**src/rtl/led_sequencer.sv**
```systemverilog
// Tick-driven LED pattern sequencer: rotate left/right, ping-pong, blink,
// with a wrap pulse per completed pattern cycle and a saturating cycle counter.
package led_sequencer_pkg;
  typedef enum logic [2:0] {
    OP_HOLD, OP_SEED_ONE, OP_SEED_ALL, OP_ROL, OP_ROR, OP_SHL, OP_SHR, OP_INV
  } led_op_e;
endpackage

// Next value of one LED bit, given the bit itself and its two ring neighbours.
module led_sequencer_lane
  import led_sequencer_pkg::*;
#(
  parameter int IDX     = 0,
  parameter int NB_LEDS = 4
) (
  input  led_op_e op,
  input  logic    cur,
  input  logic    lo,   // bit IDX-1, wrapping to MSB at IDX=0
  input  logic    hi,   // bit IDX+1, wrapping to bit 0 at MSB
  output logic    nxt
);
  always_comb begin
    nxt = cur;
    case (op)
      OP_SEED_ONE: nxt = (IDX == 0);
      OP_SEED_ALL: nxt = 1'b1;
      OP_ROL:      nxt = lo;
      OP_ROR:      nxt = hi;
      OP_SHL:      nxt = (IDX == 0) ? 1'b0 : lo;
      OP_SHR:      nxt = (IDX == NB_LEDS-1) ? 1'b0 : hi;
      OP_INV:      nxt = ~cur;
      default:     nxt = cur;
    endcase
  end
endmodule

module led_sequencer
  import led_sequencer_pkg::*;
#(
  parameter int NB_LEDS = 4,
  parameter int NB_CYC  = 8
) (
  input  logic           clk,
  input  logic           i_rst,
  led_sequencer_if.slave bus
);
  typedef enum logic [2:0] { IDLE, SHL, SHR, BNC, BLK } state_e;

  localparam logic [NB_LEDS-1:0] SEED_ONE = {{(NB_LEDS-1){1'b0}}, 1'b1};
  localparam logic [NB_LEDS-1:0] ALL_ONES = '1;
  localparam logic [NB_CYC-1:0]  CYC_MAX  = '1;

  state_e             state, target;
  logic               valid_q;
  logic               tick;
  logic [NB_LEDS-1:0] led_q, led_nxt;
  logic               wrap_q, dir_q;
  logic [NB_CYC-1:0]  cyc_q;
  led_op_e            op;

  // valid_q tracks i_valid even while disabled, so re-enabling under a high level gives no tick
  assign tick = bus.i_valid & ~valid_q & bus.i_enable;

  always_comb begin
    target = SHL;
    case (bus.i_mode)
      2'b00:   target = SHL;
      2'b01:   target = SHR;
      2'b10:   target = BNC;
      default: target = BLK;
    endcase
  end

  always_comb begin
    op = OP_HOLD;
    if (tick) begin
      if (state != target) op = (target == BLK) ? OP_SEED_ALL : OP_SEED_ONE;
      else begin
        case (state)
          SHL:     op = OP_ROL;
          SHR:     op = OP_ROR;
          BNC:     op = dir_q ? OP_SHR : OP_SHL;
          BLK:     op = OP_INV;
          default: op = OP_HOLD;
        endcase
      end
    end
  end

  for (genvar i = 0; i < NB_LEDS; i++) begin : g_lane
    led_sequencer_lane #(.IDX(i), .NB_LEDS(NB_LEDS)) u_lane (
      .op  (op),
      .cur (led_q[i]),
      .lo  (led_q[(i+NB_LEDS-1)%NB_LEDS]),
      .hi  (led_q[(i+1)%NB_LEDS]),
      .nxt (led_nxt[i])
    );
  end

  always_ff @(posedge clk or negedge i_rst) begin
    if (!i_rst) begin
      valid_q <= 1'b0;
      state   <= IDLE;
      led_q   <= SEED_ONE;
      wrap_q  <= 1'b0;
      dir_q   <= 1'b0;
      cyc_q   <= '0;
    end else begin
      valid_q <= bus.i_valid;
      wrap_q  <= 1'b0;
      if (tick) begin
        led_q <= led_nxt;
        if (state != target) begin
          state <= target;
          dir_q <= 1'b0;
        end else begin
          case (state)
            SHL: wrap_q <= led_q[NB_LEDS-1];
            SHR: wrap_q <= led_q[0];
            BNC: begin
              if (!dir_q) begin
                if (led_nxt[NB_LEDS-1]) dir_q <= 1'b1;
              end else if (led_nxt == SEED_ONE) begin
                dir_q  <= 1'b0;
                wrap_q <= 1'b1;
              end
            end
            BLK:     wrap_q <= (led_nxt == ALL_ONES);
            default: wrap_q <= 1'b0;
          endcase
        end
      end
      // clear beats the increment; the count holds while disabled
      if (bus.i_clr)                                      cyc_q <= '0;
      else if (bus.i_enable && wrap_q && cyc_q != CYC_MAX) cyc_q <= cyc_q + NB_CYC'(1);
    end
  end

  assign bus.o_led    = led_q;
  assign bus.o_wrap   = wrap_q;
  assign bus.o_dir    = dir_q;
  assign bus.o_cycles = cyc_q;
endmodule

```
**src/rtl/led_sequencer_if.sv**
```systemverilog
// Control/status bundle between the rate-tick source and the LED sequencer.
// The master drives the tick and controls; the slave returns the LED pattern and cycle status.
interface led_sequencer_if #(
  parameter int NB_LEDS = 4,
  parameter int NB_CYC  = 8
);
  logic               i_valid;
  logic               i_enable;
  logic [1:0]         i_mode;
  logic               i_clr;
  logic [NB_LEDS-1:0] o_led;
  logic               o_wrap;
  logic               o_dir;
  logic [NB_CYC-1:0]  o_cycles;

  modport master (
    output i_valid, i_enable, i_mode, i_clr,
    input  o_led, o_wrap, o_dir, o_cycles
  );

  modport slave (
    input  i_valid, i_enable, i_mode, i_clr,
    output o_led, o_wrap, o_dir, o_cycles
  );
endinterface

```
**src/flat_wrapper.sv**
```systemverilog
// flat-port wrapper written by rule: the top's interface ports become plain ports
module led_sequencer_flat import led_sequencer_pkg::*;
#(
  parameter int NB_LEDS = 4,
  parameter int NB_CYC  = 8
)
  (clk, i_rst, bus_i_valid, bus_i_enable, bus_i_mode, bus_i_clr, bus_o_led, bus_o_wrap, bus_o_dir, bus_o_cycles);
  led_sequencer_if #(.NB_LEDS(NB_LEDS), .NB_CYC(NB_CYC)) bus_i ();
  input  logic clk;
  input  logic i_rst;
  input wire logic [$bits(bus_i.i_valid)-1:0] bus_i_valid;
  input wire logic [$bits(bus_i.i_enable)-1:0] bus_i_enable;
  input wire logic [$bits(bus_i.i_mode)-1:0] bus_i_mode;
  input wire logic [$bits(bus_i.i_clr)-1:0] bus_i_clr;
  output wire logic [$bits(bus_i.o_led)-1:0] bus_o_led;
  output wire logic [$bits(bus_i.o_wrap)-1:0] bus_o_wrap;
  output wire logic [$bits(bus_i.o_dir)-1:0] bus_o_dir;
  output wire logic [$bits(bus_i.o_cycles)-1:0] bus_o_cycles;
  assign bus_i.i_valid = bus_i_valid;
  assign bus_i.i_enable = bus_i_enable;
  assign bus_i.i_mode = bus_i_mode;
  assign bus_i.i_clr = bus_i_clr;
  assign bus_o_led = bus_i.o_led;
  assign bus_o_wrap = bus_i.o_wrap;
  assign bus_o_dir = bus_i.o_dir;
  assign bus_o_cycles = bus_i.o_cycles;
  led_sequencer #(.NB_LEDS(NB_LEDS), .NB_CYC(NB_CYC)) u_core (.clk(clk), .i_rst(i_rst), .bus(bus_i));
endmodule
```
**config.mk**
```make
export PLATFORM = sky130hd
export DESIGN_NAME = led_sequencer_flat
export DESIGN_NICKNAME = d
export VERILOG_FILES = /design/src/rtl/led_sequencer.sv /design/src/rtl/led_sequencer_if.sv /design/src/flat_wrapper.sv
export SDC_FILE = /design/constraint.sdc
export NUM_CORES = 1
export LEC_CHECK = 0
export ABC_AREA = 1
export BUFFER_PORTS_ARGS = -buffer_cell sky130_fd_sc_hd__clkbuf_2
export CAP_MARGIN = 20
export CORE_MARGIN = 1
export CORE_UTILIZATION = 45
export CTS_CLUSTER_SIZE = 12
export DETAILED_ROUTE_END_ITERATION = 10
export HOLD_SLACK_MARGIN = 0.03
export PLACE_DENSITY = 0.65
export SLEW_MARGIN = 20
export SYNTH_ARGS = -nofsm -noshare
export SYNTH_HDL_FRONTEND = slang
export SYNTH_HIERARCHICAL = 1
export SYNTH_SLANG_ARGS = --single-unit
```
**constraint.sdc**
```tcl
create_clock -name clk -period 2.69 [get_ports clk]
set_input_delay 0.269 -clock clk [delete_from_list [all_inputs] [get_ports clk]]
set_output_delay 0.269 -clock clk [all_outputs]
set_load 0.005 [all_outputs]
```
==> results by group, run 1 <==
Outcome
  – Status: finished, violations left
  – Violations in the final reports: design-rule violations

Synthesis
  – Top area cells in the synthesized netlist: sky130_fd_sc_hd__dfrtp_1, sky130_fd_sc_hd__nand2_1, sky130_fd_sc_hd__nand3_1, sky130_fd_sc_hd__inv_1, sky130_fd_sc_hd__nor2_1
  – Area share of xor/xnor cells in the synthesized design: 0.612%
  – Number of enable flip-flop cells after synthesis: 0
  – Summed instance area of the synthesized netlist: roughly 1400 um^2
  – Proportion of netlist area held by the largest area contributor: 29.7%
  – Adder-cell area share of the yosys netlist: 3.50%
  – Async set or reset register ratio after synthesis: 100%
  – Basic-gate share of the synthesized area counting and, or, nand and nor cells: between 40% and 50%
  – Most used flip-flop cell after synthesis: sky130_fd_sc_hd__dfrtp_1
  – Synthesized area divided by synthesized cell count: 6.31 um^2
  – Combinational family with the most area after synthesis: simple AND/OR/NAND/NOR gates
  – Most instantiated cells after synthesis: sky130_fd_sc_hd__nand2_1, sky130_fd_sc_hd__inv_1, sky130_fd_sc_hd__nor2_1
  – Synth Area in Compound Gates: under 10%
  – Synth Register Bits: 18
  – Warning count from the yosys run: 6
  – Instance count of the mapped netlist: 227
  – Most frequent cell after synthesis: sky130_fd_sc_hd__nand2_1
  – Multiplexer fraction of the synthesized cell area: 0%
  – Sequential area share after synthesis: 31.6%
  – Cell type with the largest total area after synthesis: sky130_fd_sc_hd__dfrtp_1
  – Count of different cell masters after synthesis: 25
  – Syn Nets: roughly 240

STA
  – Setup repair after global routing missed its margin: false
  – Slew Limit Fails: 0
  – Actual transition at the worst max-transition pin: 429 ps
  – Final setup violating endpoints: 0
  – Fmax: between 400 and 500 MHz
  – Post-layout min period: 2310 ps
  – Clock Skew: 8.44 ps
  – Final TNS setup: 0 ps
  – Post-route fraction of the period consumed by the critical path: 85.8%
  – Worst slew margin relative to its limit: 71.4%
  – Final hold viol count: 0

Clocking
  – CTS clock-pin slew for the worst setup and hold paths: 100 ps
  – Total clock buffers created by CTS: 3
  – Buffer levels on the longest clock path: 2
  – CTS Sinks: 18
  – CTS root buf: sky130_fd_sc_hd__clkbuf_4
  – Clock tree from TritonCTS: yes
  – Clk Latency, worst-skew pair: approximately 290 ps
  – Max H-tree Level: 1

Final layout
  – Layout cell share with drive strength beyond 1: 18.3%
  – Area growth from synthesis to final layout: 12.9%
  – Finished Cell Area: 1620 um^2
  – Antenna diode count: 0
  – Core occupancy in the finished layout: 53.4%
  – Final net count: 263

Drt
  – TritonRoute pass-1 iters: 7
  – Overall routed net length: between 3000 and 4000 um
  – Vias per cell: 4.81
  – Via count: approximately 1400
  – DR DRC count: 1
  – Count of antenna-violating nets left after detailed routing: 0
  – Routed length per instance: 10.3 um
  – Number of DRC markers in iteration 0: 76

Hold path
  – Worst min-delay path endpoint: u_core/valid_q
  – Min-Delay Path Class: in -> reg
  – Startpoint of the tightest hold check path: bus_i_valid
  – Cells on Worst Hold Path: 1

Global route
  – Number of antenna violations at the first check in global routing: 0
  – Global-route wire length before repair: 5010 um
  – Maximum number of pins on one net before global-route repair: 19
  – Total congestion overflow: 0
  – Via count of the first global-routing pass: 1099
  – Global routing usage summed across all routing layers: 19.0%

Critical path
  – Critical Path Sink Type: flop
  – Slowest Stage Delay on Critical Path: 440 ps
  – Launching element type of the critical path: flop
  – Origin of the worst setup path: u_core/state[0]
  – Cell with the biggest individual delay on the critical path: sky130_fd_sc_hd__dfrtp_1
  – Series of cell instances along the critical path: inv_1 > nand2_1 > nand2_1 > nand2_4 > nand3_1 > nand2_1 > nor2_2 > nand2_1 > o21ai_0 > nor2_1 > inv_1 > nand2_1 > nor2_1 > nand2_1 > nand2_1 > nor2_1 > nor2_1
  – FF-to-FF setup slack: 380 ps
  – Depth of the most critical reg-to-reg path: 17
  – Arrival time at the worst endpoint: 2520 ps
  – Required time reported for the critical path endpoint: 2900 ps
  – End of the worst register-to-register path: u_core/bus.o_wrap
  – Worst-path fanout max: 12
  – Critical R2R Launch: u_core/state[0]
  – Worst path buffer plus inverter count: 2
  – Dominant cell type by count on the critical path: sky130_fd_sc_hd__nand2_1
  – Gate family responsible for the most delay along the worst path: simple AND/OR/NAND/NOR gates
  – WS Path Type: reg -> reg

Flow run
  – Max-cap check violation count: 0

Die
  – Core Footprint: 3030 um^2
  – Die span in y: 58.4 um
  – # rows: 20
  – Number of top-level pins: 21
  – Width of the chip: 58.4 um
  – Initial Util: 47.3%
  – Die area: approximately 3400 um^2

Power and ir drop
  – Power density over cell area: 468 nW/um^2
  – Static leakage: 0.859 nW
  – Worst supply voltage drop on vdd: 0.195 mV

Placed design
  – Half-perimeter wire length of the detailed placement result: approximately 2300 um
  – Post-Place Cell Area: 1580 um^2
  – Port bufs: 20
  – Placer Congestion: 0.871
through the flow:
stage	hold WS (ps)	cells	worst slack, ps	total power [mW]
5_1_grt	91.4	295	85.2	0.822
4_1_cts	98.2	295	292	0.764
3_5_place_dp	232	290	129	0.621
2_1_floorplan	-26.6	227	358	0.551
3_3_place_gp	233	290	167	0.622
6_report	106	295	382	0.756
state kept, by name, summed over array words and instances (netlist names):
register             count
u_core/bus.o_cycles      8
u_core/bus.o_led         4
u_core/state             3
u_core/bus.o_dir         1
u_core/bus.o_wrap        1
u_core/valid_q           1
per-layer routing:
layer	part of all wire, %	routed length (um)	global-route usage, %
met1	52	1580	29.3
met2	44	1320	27.1
met3	3.7	111	2.64
met4	0.63	19	6.12
met5	0	0	0
cell type report:
class                      instances  area, um^2
multi-input combinational        170         820
clock buffer                       4        26.3
timing repair buffer              23         125
sequential                        18         453
inverter                          36         138
fill                             309        1410
tap                               44        55.1
power by group:
part	switching, mW	internal, mW
registers	0.0544	0.304
clock network	0.0788	0.0576
logic	0.164	0.0971
placed cells by master (no fill, tap or decap), drive strengths merged:
cell type	count
nand4	4
xor2	1
dfrtp	17
o21ai	9
o211ai	1
nand3	27
dlygate4sd3	1
nor3	2
a21oi	5
inv	36
o21bai	2
ha	4
buf	2
clkbuf	24
dfstp	1
nor2	36
nand2	79
worst max path at each step:
| stage | end | depth (start not counted) |
|---|---|---|
| final | u_core/bus.o_wrap | 17 |
| after CTS | u_core/bus.o_wrap | 18 |
| after floorplan | u_core/bus.o_dir | 18 |
| after global routing | u_core/bus.o_wrap | 18 |
| after detailed placement | u_core/bus.o_wrap | 21 |
| after global placement | u_core/bus.o_wrap | 21 |
kinds of logic (layout without fill, tap and decap cells):
group                    after synthesis  count (layout)
buffers and inverters                 39              63
AND/OR/NAND/NOR                      148             148
adder cells (fa/ha/maj)                4               4
AO/OA/AOI/OAI                         17              17
XOR/XNOR                               1               1
flip-flops                            18              18
what timing repair did:
action                                  4_1_cts  5_1_grt
resized for setup                             0        1
setup buffers                                 0        0
endpoints found under the setup margin        0        1
endpoints found under the hold margin        17        0
hold buffers                                  1        0
Power figures use the tool's default switching activity.
==> inputs of run 2 (changes only) <==
--- a/config.mk
+++ b/config.mk
@@ -9,11 +9,11 @@
 export BUFFER_PORTS_ARGS = -buffer_cell sky130_fd_sc_hd__clkbuf_2
 export CAP_MARGIN = 20
 export CORE_MARGIN = 1
-export CORE_UTILIZATION = 45
+export CORE_UTILIZATION = 55
 export CTS_CLUSTER_SIZE = 12
 export DETAILED_ROUTE_END_ITERATION = 10
 export HOLD_SLACK_MARGIN = 0.03
-export PLACE_DENSITY = 0.65
+export PLACE_DENSITY = 0.77
 export SLEW_MARGIN = 20
 export SYNTH_ARGS = -nofsm -noshare
 export SYNTH_HDL_FRONTEND = slang
==> run 2 against run 1 <==
  * The flow now finishes without violations
  * Design area is 1.2% lower
  * Cell count is 4.7% lower
  * Global-route usage is 5.2 points higher
  * Register-to-register slack worse by 70 ps
  * Clock skew is 4.1 ps higher
  * Sequential power is 2% lower
  * Routed wire length is 0.92% lower
  * Clock power is 3% higher
  * Critical path depth is 1 higher
==> results by group, run 2 (same netlist as run 1, synthesis figures left out) <==
Outcome
  – Status: finished, final reports clean (was finished, violations left)

Final layout
  – Fill count: 230 (was 309)
  – Layout cell share with drive strength beyond 1: 17.9% (was 18.3%)
  – Most common library cell in the layout ignoring fill and taps: sky130_fd_sc_hd__nand2_1 (unchanged)
  – Finished Cell Area: 1600 um^2 (was 1620 um^2)
  – Final net count: 263 (unchanged)
  – Area growth from synthesis to final layout: 11.6% (was 12.9%)
  – Core occupancy in the finished layout: 64.5% (was 53.4%)
  – Most frequent cells in the layout: sky130_fd_sc_hd__nand2_1, sky130_fd_sc_hd__inv_1, sky130_fd_sc_hd__nor2_1, sky130_fd_sc_hd__nand3_1, sky130_fd_sc_hd__clkbuf_2 (unchanged)
  – Multi-input gate area in the final layout: 820 um^2 (unchanged)
  – Number of flip-flops under the largest register name: 8 (unchanged)
  – Antenna diode count: 0 (unchanged)
  – Non-filler cells, final: 281 (was 295)
  – Seq. cell area: 452 um^2 (was 453 um^2)

STA
  – Post-route fraction of the period consumed by the critical path: 88.6% (was 85.8%)
  – Final hold viol count: 0 (unchanged)
  – Worst slew margin relative to its limit: 70.1% (was 71.4%)
  – Smallest hold slack: 104 ps (was 106 ps)
  – Final setup violating endpoints: 0 (unchanged)
  – Post-layout min period: 2380 ps (was 2310 ps)
  – Final TNS setup: 0 ps (unchanged)
  – Setup repair after global routing missed its margin: false (unchanged)
  – Actual transition at the worst max-transition pin: 448 ps (was 429 ps)
  – Clock Skew: 12.5 ps (was 8.44 ps)
  – Worst path setup slack after routing: 307 ps (was 382 ps)
  – Fmax: 420 MHz (was 433 MHz)
  – Slew Limit Fails: 0 (unchanged)

Global route
  – Global-route wire length before repair: 5070 um (was 5010 um)
  – Via count of the first global-routing pass: 1195 (was 1099)
  – Number of antenna violations at the first check in global routing: 0 (unchanged)
  – Maximum number of pins on one net before global-route repair: 19 (unchanged)
  – Global routing usage summed across all routing layers: 24.2% (was 19.0%)
  – Total congestion overflow: 0 (unchanged)

Power and ir drop
  – Power density over cell area: 474 nW/um^2 (was 468 nW/um^2)
  – Static leakage: 0.860 nW (was 0.859 nW)
  – Clock power frac: 18.6% (was 18.0%)
  – Fraction of power consumed by combinational cells: 34.8% (was 34.5%)
  – Power share of the sequential group: 46.7% (was 47.4%)
  – Switching pwr: 0.299 mW (was 0.297 mW)
  – Pint: 0.458 mW (was 0.459 mW)
  – Worst supply voltage drop on vdd: 0.401 mV (was 0.195 mV)
  – Switching power as a share of total power: 39.4% (was 39.3%)
  – Overall power after layout: 0.757 mW (was 0.756 mW)

Clocking
  – Max H-tree Level: 1 (unchanged)
  – Total setup buffers inserted after CTS: 0 (unchanged)
  – CTS Hold Buffers Added: 1 (unchanged)
  – Total clock buffers created by CTS: 3 (unchanged)
  – CTS Sinks: 18 (unchanged)
  – Post-cts sizing count: 0 (unchanged)
  – Buffer levels on the longest clock path: 2 (unchanged)
  – CTS root buf: sky130_fd_sc_hd__clkbuf_4 (unchanged)
  – Clk Latency, worst-skew pair: 300 ps (was 290 ps)
  – Clock tree from TritonCTS: yes (unchanged)
  – CTS clock-pin slew for the worst setup and hold paths: 110 ps (was 100 ps)

Placed design
  – Port bufs: 20 (unchanged)
  – Total instance count after detailed placement: 276 (was 290)
  – Post-Place Cell Area: 1560 um^2 (was 1580 um^2)
  – Worst slack, placed: 151 ps (was 129 ps)
  – Placer Congestion: 0.855 (was 0.871)
  – Half-perimeter wire length of the detailed placement result: 2270 um (was 2350 um)

Flow run
  – Max-cap check violation count: 0 (unchanged)

Drt
  – Count of antenna-violating nets left after detailed routing: 0 (unchanged)
  – Via count: 1445 (was 1420)
  – TritonRoute pass-1 iters: 4 (was 7)
  – DR DRC count: 0 (was 1)
  – Vias per cell: 5.14 (was 4.81)
  – Routed length per instance: 10.7 um (was 10.3 um)
  – Number of DRC markers in iteration 0: 39 (was 76)
  – Overall routed net length: 3010 um (was 3040 um)

Hold path
  – Min-Delay Path Class: in -> reg (unchanged)

Critical path
  – Critical Path Sink Type: flop (unchanged)
  – Worst-path fanout max: 12 (unchanged)
  – WS Path Type: reg -> reg (unchanged)
  – Launching element type of the critical path: flop (unchanged)
  – Arrival time at the worst endpoint: 2610 ps (was 2520 ps)
  – Required time reported for the critical path endpoint: 2910 ps (was 2900 ps)

Die
  – # rows: 18 (was 20)
  – Number of top-level pins: 21 (unchanged)
  – Core Footprint: 2480 um^2 (was 3030 um^2)
  – Die area: 2810 um^2 (was 3410 um^2)
  – Width of the chip: 53.0 um (was 58.4 um)
  – Die span in y: 53.0 um (was 58.4 um)
  – Initial Util: 57.8% (was 47.3%)
[run 2: final cells by class]
| type | count | share of cell area (%) |
|---|---|---|
| Timing Repair Buffer | 23 | 7.83 |
| Multi-Input combinational cell | 170 | 51.3 |
| Tap cell | 30 | 2.35 |
| Sequential cell | 18 | 28.3 |
| Inverter | 36 | 8.61 |
| Clock buffer | 4 | 1.64 |
[run 2: power groups by stage]
stage	registers (mW)	clock network (mW)	logic, mW
4_1_cts	0.353	0.146	0.262
2_1_floorplan	0.340	0	0.212
5_1_grt	0.358	0.157	0.305
3_3_place_gp	0.358	0	0.258
6_report	0.353	0.140	0.263
3_5_place_dp	0.358	0	0.259
[run 2: final timing paths]
path	start	endpoint	slack, ps	cells after the start
max	u_core/state[1]	u_core/bus.o_wrap	310	18
min	bus_i_valid	u_core/valid_q	100	1
max reg2reg	u_core/state[1]	u_core/bus.o_wrap	310	18
min reg2reg	u_core/bus.o_led[0]	u_core/bus.o_led[0]	520	2
max in group asynchronous	i_rst	u_core/bus.o_led[0]	1900	2
min in group asynchronous	i_rst	u_core/bus.o_cycles[2]	440	2
[run 2: layer usage]
metal / vias to the layer above / GRT usage [%] / part of all wire, %
li1: 760 / - / -
met1: 638 / 34.0 / 50
met2: 43 / 38.4 / 45
met3: 4 / 4.60 / 4.3
met4: 0 / 4.82 / 0.70
met5: - / 0 / 0
[run 2: critical path, stage by stage (launching register included)]
cell	delay (ps)
sky130_fd_sc_hd__dfrtp_1	530
sky130_fd_sc_hd__inv_4	60
sky130_fd_sc_hd__nand2_1	60
sky130_fd_sc_hd__nand2_1	80
sky130_fd_sc_hd__nor2_4	130
sky130_fd_sc_hd__nand2_4	100
sky130_fd_sc_hd__nand3_1	100
sky130_fd_sc_hd__nand2_1	280
sky130_fd_sc_hd__nor2_2	210
sky130_fd_sc_hd__nand2_1	60
sky130_fd_sc_hd__o21ai_0	70
sky130_fd_sc_hd__nor2_1	90
sky130_fd_sc_hd__inv_1	80
sky130_fd_sc_hd__nand2_1	50
sky130_fd_sc_hd__nor2_1	130
sky130_fd_sc_hd__nand2_1	80
sky130_fd_sc_hd__nand2_1	60
sky130_fd_sc_hd__nor2_1	40
sky130_fd_sc_hd__nor2_1	90
